## src/rtl/xblock_lsu_pkg.sv

```systemverilog
// rtl/xblock_lsu_pkg.sv - shared encodings and defaults for the X-block load/store unit
package xblock_lsu_pkg;

    localparam int LSU_DATA_WIDTH = 16;
    localparam int LSU_ADDR_BITS  = 8;

    // Compute-unit phases, same values the register file decodes
    typedef enum logic [3:0] {
        CU_IDLE      = 4'd0,
        CU_FETCH     = 4'd1,
        CU_DECODE    = 4'd2,
        CU_REQ       = 4'd3,
        CU_WAIT      = 4'd4,
        CU_EXECUTE   = 4'd5,
        CU_WRITEBACK = 4'd6,
        CU_DONE      = 4'd7
    } cu_state_e;

    typedef enum logic [1:0] {
        LSU_IDLE       = 2'd0,
        LSU_REQUESTING = 2'd1,
        LSU_WAITING    = 2'd2,
        LSU_DONE       = 2'd3
    } lsu_state_e;

    typedef enum logic [1:0] {
        OP_NONE  = 2'd0,
        OP_LOAD  = 2'd1,
        OP_STORE = 2'd2
    } lsu_op_e;

    // A load wins when both decode flags are set
    function automatic lsu_op_e select_op(input logic rd, input logic wr);
        if (rd)      return OP_LOAD;
        else if (wr) return OP_STORE;
        else         return OP_NONE;
    endfunction

endpackage

```

## src/rtl/xblock_lsu.sv

```systemverilog
// rtl/xblock_lsu.sv - per-X-block load/store unit with one valid/ready transaction per WAIT phase
module xblock_lsu
    import xblock_lsu_pkg::*;
#(
    parameter int DATA_WIDTH = LSU_DATA_WIDTH,
    parameter int ADDR_BITS  = LSU_ADDR_BITS
) (
    input  logic                  clk,
    input  logic                  reset,
    input  logic [3:0]            cu_state,
    input  logic                  lsu_enable,
    input  logic                  is_read,
    input  logic                  is_write,
    input  logic [DATA_WIDTH-1:0] rs1_data,
    input  logic [DATA_WIDTH-1:0] rs2_data,
    output logic                  mem_read_valid,
    output logic [ADDR_BITS-1:0]  mem_read_address,
    input  logic                  mem_read_ready,
    input  logic [DATA_WIDTH-1:0] mem_read_data,
    output logic                  mem_write_valid,
    output logic [ADDR_BITS-1:0]  mem_write_address,
    output logic [DATA_WIDTH-1:0] mem_write_data,
    input  logic                  mem_write_ready,
    output logic [1:0]            lsu_state,
    output logic [DATA_WIDTH-1:0] lsu_load_data
);

    lsu_state_e            state_q, state_d;
    logic                  rd_valid_q, rd_valid_d;
    logic [ADDR_BITS-1:0]  rd_addr_q, rd_addr_d;
    logic                  wr_valid_q, wr_valid_d;
    logic [ADDR_BITS-1:0]  wr_addr_q, wr_addr_d;
    logic [DATA_WIDTH-1:0] wr_data_q, wr_data_d;
    logic [DATA_WIDTH-1:0] load_q, load_d;

    lsu_op_e op;
    logic    accepted;

    // Upper operand bits only matter to other units; addresses are truncated here
    logic unused_upper_bits;
    assign unused_upper_bits = ^{rs1_data[DATA_WIDTH-1:ADDR_BITS], rs2_data[DATA_WIDTH-1:ADDR_BITS]};

    assign op       = select_op(is_read, is_write);
    assign accepted = (rd_valid_q && mem_read_ready) || (wr_valid_q && mem_write_ready);

    // Next-state and next-output logic; request outputs are set on entry so they are live in REQUESTING
    always_comb begin
        state_d    = state_q;
        rd_valid_d = rd_valid_q;
        rd_addr_d  = rd_addr_q;
        wr_valid_d = wr_valid_q;
        wr_addr_d  = wr_addr_q;
        wr_data_d  = wr_data_q;
        load_d     = load_q;
        case (state_q)
            LSU_IDLE: begin
                if (lsu_enable && (cu_state == CU_WAIT) && (op != OP_NONE)) begin
                    state_d = LSU_REQUESTING;
                    if (op == OP_LOAD) begin
                        rd_valid_d = 1'b1;
                        rd_addr_d  = rs2_data[ADDR_BITS-1:0];
                    end else begin
                        wr_valid_d = 1'b1;
                        wr_addr_d  = rs1_data[ADDR_BITS-1:0];
                        wr_data_d  = rs2_data;
                    end
                end
            end
            LSU_REQUESTING, LSU_WAITING: begin
                // Ready may already be high in the first valid cycle
                if (accepted) begin
                    state_d    = LSU_DONE;
                    rd_valid_d = 1'b0;
                    wr_valid_d = 1'b0;
                    if (rd_valid_q) begin
                        load_d = mem_read_data;
                    end
                end else begin
                    state_d = LSU_WAITING;
                end
            end
            LSU_DONE: begin
                if (cu_state == CU_WRITEBACK) begin
                    state_d = LSU_IDLE;
                end
            end
            default: state_d = LSU_IDLE;
        endcase
    end

    // State and output registers; reset drops any request in flight
    always_ff @(posedge clk) begin
        if (reset) begin
            state_q    <= LSU_IDLE;
            rd_valid_q <= 1'b0;
            rd_addr_q  <= '0;
            wr_valid_q <= 1'b0;
            wr_addr_q  <= '0;
            wr_data_q  <= '0;
            load_q     <= '0;
        end else begin
            state_q    <= state_d;
            rd_valid_q <= rd_valid_d;
            rd_addr_q  <= rd_addr_d;
            wr_valid_q <= wr_valid_d;
            wr_addr_q  <= wr_addr_d;
            wr_data_q  <= wr_data_d;
            load_q     <= load_d;
        end
    end

    assign lsu_state         = state_q;
    assign mem_read_valid    = rd_valid_q;
    assign mem_read_address  = rd_addr_q;
    assign mem_write_valid   = wr_valid_q;
    assign mem_write_address = wr_addr_q;
    assign mem_write_data    = wr_data_q;
    assign lsu_load_data     = load_q;

endmodule

```

## config.mk

```make
export PLATFORM = sky130hd
export DESIGN_NAME = xblock_lsu
export DESIGN_NICKNAME = d
export VERILOG_FILES = /design/src/rtl/xblock_lsu_pkg.sv /design/src/rtl/xblock_lsu.sv
export SDC_FILE = /design/constraint.sdc
export NUM_CORES = 1
export LEC_CHECK = 0
export ABC_AREA = 1
export CAP_MARGIN = 20
export CORE_MARGIN = 2
export CORE_UTILIZATION = 35
export CTS_CLUSTER_SIZE = 14
export DETAILED_ROUTE_END_ITERATION = 8
export PLACE_DENSITY = 0.73
export REMOVE_ABC_BUFFERS = 1
export SLEW_MARGIN = 15
export SYNTH_ARGS = -nofsm -noshare
export SYNTH_HDL_FRONTEND = slang
export SYNTH_SLANG_ARGS = --single-unit
```

## constraint.sdc

```tcl
create_clock -name clk -period 1.85 [get_ports clk]
set_input_delay 0.37 -clock clk [delete_from_list [all_inputs] [get_ports clk]]
set_output_delay 0.37 -clock clk [all_outputs]
set_load 0.01 [all_outputs]
```

# Word level (Yosys, flattened, before mapping)
# Cells that the tools add are included.
# Widths: inputs -> output; s select.
classes:
  n_mux: 13
  reduce_logical: 15
  n_eq_ne: 11
  bitwise: 1
op_table:
  columns: ["op", "n"]
  rows:
  - ["$ne 2x2->1 const B", 5]
  - ["$reduce_and 3->1", 3]
  - ["$eq 4x3->1 const B", 2]
  - ["$mux 2", 4]
  - ["$reduce_and 4->1", 2]
  - ["$mux 1", 6]
  - ["$pmux 2 s3", 1]
  - ["$eq 2x1->1 const B", 2]
  - ["$eq 2x2->1 const B", 2]
  - ["$logic_and 1x1->1", 4]
  - ["$pmux 1 s2", 2]
  - ["$reduce_bool 2->1", 2]
  - ["$logic_not 2->1", 1]
  - ["$reduce_and 2->1", 1]
  - ["$reduce_or 2->1", 1]
  - ["$logic_or 1x1->1", 1]
  - ["$not 1->1", 1]
word_totals:
  out_inout_bits: 52
  wordCells: 47
  reg_bits: 52

# Logic depth before layout (Yosys ltp)
depth:
  depth_word: 6
  ltp_mapped: 9

# Worst setup path after synthesis
# OpenSTA, ideal clock, no wires.
synth_timing:
  path_kind: "reg-to-reg"
  startpoint: "reg state_q[0] (netlist: lsu_state[0])"
  endpoint: "reg rd_valid_q (netlist: mem_read_valid)"
  n_path_buf: 1
  slack_ns: 0.416
  t_arrival_ns: 1.370
  path_stages_with_launch: 10
  required_ns: 1.786
  path_cell_list: "dfxtp_1 > inv_1 > ha_1 > clkbuf_2 > inv_1 > o21ai_0 > nand3_1 > nand2_1 > inv_1 > nor2_1"
synth_between:
  elab_chain_len: 4
  word_cells_on_any_way: 10
  classes_between: "5 x eq/ne; 1 x mux; 4 x reduce/logical"
synth_rtl:
  columns: ["item", "line_no", "text"]
  rows:
  - ["start, declared", "xblock_lsu.sv:28", "lsu_state_e state_q, state_d;"]
  - ["start signal, assigned", "xblock_lsu.sv:102", "state_q <= state_d;"]
  - ["$eq 2x1->1 or $eq 2x2->1 (tied branches)", "xblock_lsu.sv:55", "case (state_q)"]
  - ["$reduce_or 2->1", "xblock_lsu.sv:55", null]
  - ["$ne 2x2->1 (no source line) or $reduce_bool 2->1 (tied branches)", null, null]
  - ["$reduce_and 4->1 (no source line)", null, null]
  - ["end signal, assigned", "xblock_lsu.sv:103", "rd_valid_q <= rd_valid_d;"]
  - ["end, declared", "xblock_lsu.sv:29", "logic rd_valid_q, rd_valid_d;"]
# Parallel ways exist; a longest one is shown, timed or not.
# A chain may end at the register's enable or synchronous reset.

# Worst setup path in the final report
layout_timing:
  startpoint: "reg rd_valid_q (netlist: mem_read_valid)"
  endpoint: "out mem_read_valid"
layout_lines:
  columns: ["item", "line_no", "text"]
  rows:
  - ["end, declared", "xblock_lsu.sv:16", "output logic mem_read_valid,"]
# No word-level cell between the ends.

==> results.md <==
* Number of diodes at 0
* CP arrival at 1.39 ns
* Max transition margin at 75.14%
* Final hold violation count at 0
* Largest family of logic cells by synthesized area: simple AND/OR/NAND/NOR gates
* DR WL/cell at 13.18 um
* CP Launch Type: register
* Latest clock arrival within the worst-skew pair at 0.30 ns
* Mux contribution to synthesized area at 0%
* Reg power frac at 42.2%
* DP Worst Slack at -0.03840 ns
* Seq. cell area at 1041 um^2
* Top cell family by delay on the critical path: buffers and inverters
* P&R area growth vs syn at 54.32%
* Worst Path Buf+Inv at 1
* Fraction of layout cells with a size suffix above 1 at 13.87%
* Fill count at 598
* Clock power frac at 28.2%
* Critical Path Start: mem_read_valid
* Core ar. at 6277 um^2
* Period utilisation layout at 94.93%
* Compound-Gate Fraction of Synth Area at 18.13%
* Syn. warnings at 0
* Final WS setup at 0.09374 ns
* Hold buffers post-CTS at 0
* Yosys reg bits at 52
* WS Path Type: reg2out
* R2R Setup Slk at 0.19 ns
* Post-synthesis simple-gate area fraction at 22.64%
* Starting density of the core at 35.74%
* Hold slack final at 0.4488 ns
* Crit-path max FO at 4
* Req. time, crit path at 1.48 ns
* Clock sinks at 52
* RD Place Congestion at 0.7762
* Adder-cell share of the synthesized area at 1.115%
* Seq/Total Area, Yosys at 46.40%
* Rows at 29
* Reg2Reg Depth at 4
* XOR/XNOR share of the synthesized area at 0%
* Synth Area per Inst at 8.278 um^2
* Slew Limit Fails at 0
* Sw power at 0.9094 mW
* R2R Path End: lsu_load_data[5]
* Multi-input logic area at 949.7 um^2
* Clock slew at reported path FFs at 0.10 ns
* I/O pins at 111
* Sw Ratio at 31.14%
* TritonCTS clock tree: yes
* Post-Syn Instances at 271
* Unrepaired setup endpoints after global routing: no
* Critical Path Sink Type: primary output
* H-tree Lvls at 2
* Logic pwr share at 29.6%
* DRC errors left at 0
* Max IR drop VDD at 0.0006172 V
* First-iteration detailed-routing DRC count at 119
* Critical-path cell list: clkdlybuf4s50_1
* Status: finished clean
* Fmax at 569.4 MHz
* Slew @ Worst Pin at 0.3729 ns
* Int Pwr at 2.011 mW
* Layout Nets at 435
* Initial antenna violation count at 0
* Clock Tree Buf Depth at 2
* DIE HEIGHT at 84.06 um
* Minimum clock period at 1.756 ns
* Power density over cell area at 843.4 nW/um^2
* GRT Util Overall at 16.19%
* Crit-path slowest cell: clkdlybuf4s50_1
* Cell Area, Synth at 2243 um^2
* IO Port Bufs at 102
* Vias/cell at 4.867
* ANT nets after route at 0
* Post-CTS Repair Setup Buffers at 0
* RR Startpoint: lsu_state[1]
* Total stage count of the critical path at 1
* Die area at 7066 um^2
* Pleak at 1.219 nW
* CP Capture Point: mem_read_valid
* Pin count of the biggest net entering global routing at 33
* TritonCTS Buffers at 5
* Post_cts resized at 0
* Min-delay worst type: reg2reg
* Endpoints failing setup at 0
* Clock skew at 0.009475 ns
* Crit path largest cell delay at 0.59 ns
* Global-route wire length before repair at 9466 um
* Root Buffer: clkbuf_8
* Horiz. Die Dim at 84.06 um
* Grt ovf at 0
* Post-DP HPWL at 4150 um
* Routed wire length at 5959 um
* Drt first pass iters at 4
* Vias at 2200
* Max-cap violations at 0
* Number of global-route vias before repair at 1989
* Synth unique cells at 27
metrics by stage:
step           cell area, um^2  total power [mW]  util [%]  setup TNS [ns]  instances
5_1_grt                   3462             3.084     55.15               0        452
6_report                  3462             2.920     55.15               0        452
3_5_place_dp              3331             2.086     53.06         -0.5732        443
3_3_place_gp              3331             2.070     53.06        -0.07575        443
4_1_cts                   3452             2.923     54.99               0        451
2_1_floorplan             2106             1.700         -               0        253
Yosys cell counts, drive strengths merged:
cell type / number / share of area (%)
buf: 13 / 5.2
inv: 32 / 5.4
nand2: 37 / 7.5
nor2: 26 / 5.1
ha: 2 / 1.1
o21ai: 30 / 7.2
dfxtp: 52 / 46
clkbuf: 5 / 0.95
nand3: 5 / 2.5
nand4: 26 / 7.3
or2: 1 / 0.28
o21a: 1 / 0.33
a21oi: 40 / 11
clkinv: 1 / 0.22
layout make-up:
type                       instances  share of cell area, %
timing repair buffer             113                  32.60
sequential                        52                  30.07
multi-input combinational        169                  27.43
inverter                          33                  3.614
tap                               77                  2.783
clock buffer                       6                  2.385
clock inverter                     2                  1.120
cells by family after synthesis:
group / after synthesis
simple gates: 95
flops: 52
buf+inv: 51
compound gates: 71
fa+ha+maj: 2
worst min-delay path by stage:
stage	startpoint	end	depth (start not counted)
final	lsu_load_data[0]	lsu_load_data[0]	2
after global routing	lsu_load_data[1]	lsu_load_data[1]	2
after CTS	lsu_load_data[0]	lsu_load_data[0]	2
after detailed placement	lsu_load_data[0]	lsu_load_data[0]	2
after global placement	lsu_load_data[0]	lsu_load_data[0]	2
after floorplan	reset	mem_write_address[0]	1
cells in the final DEF (no fill, tap or decap):
cell,netlist,layout
clkdlybuf4s50_1,0,102
dfxtp_1,52,52
inv_1,30,30
a21oi_1,30,30
nand4_1,26,26
nand2_1,25,25
nor2_1,23,23
o21ai_0,15,15
o21ai_1,14,14
nand2_2,12,12
a21oi_2,10,10
buf_4,4,9
clkbuf_8,0,6
inv_2,2,2
nand3_4,2,2
nor2_4,2,2
nand3_2,1,2
nand3_1,2,2
ha_1,2,2
buf_12,0,2
o21ai_4,1,1
nor2_2,1,1
or2_1,1,1
o21a_1,1,1
clkinv_2,1,1
bufinv_16,0,1
clkinv_4,0,1
routing by layer:
layer / share of wire, % / wire, um / vias up / global-route usage (%)
met1: 45 / 2697 / 1019 / 20.85
met2: 48 / 2857 / 63 / 26.05
met4: 1.3 / 79 / 0 / 4.692
li1: - / - / 1109 / -
met3: 5.5 / 325 / 9 / 4.946
met5: 0 / 0 / - / 0
power groups by stage:
stage / registers, mW / clock network [mW] / logic (mW)
2_1_floorplan: 1.27 / 0 / 0.427
3_3_place_gp: 1.25 / 0 / 0.819
3_5_place_dp: 1.25 / 0 / 0.835
4_1_cts: 1.23 / 0.856 / 0.841
5_1_grt: 1.24 / 0.892 / 0.951
6_report: 1.23 / 0.824 / 0.863
sequential cells by signal, summed over array words and instances (netlist names):
name               count
lsu_load_data         16
mem_write_data        16
mem_read_address       8
mem_write_address      8
lsu_state              2
mem_read_valid         1
mem_write_valid        1
No activity file was read; power rests on OpenSTA's default activity.
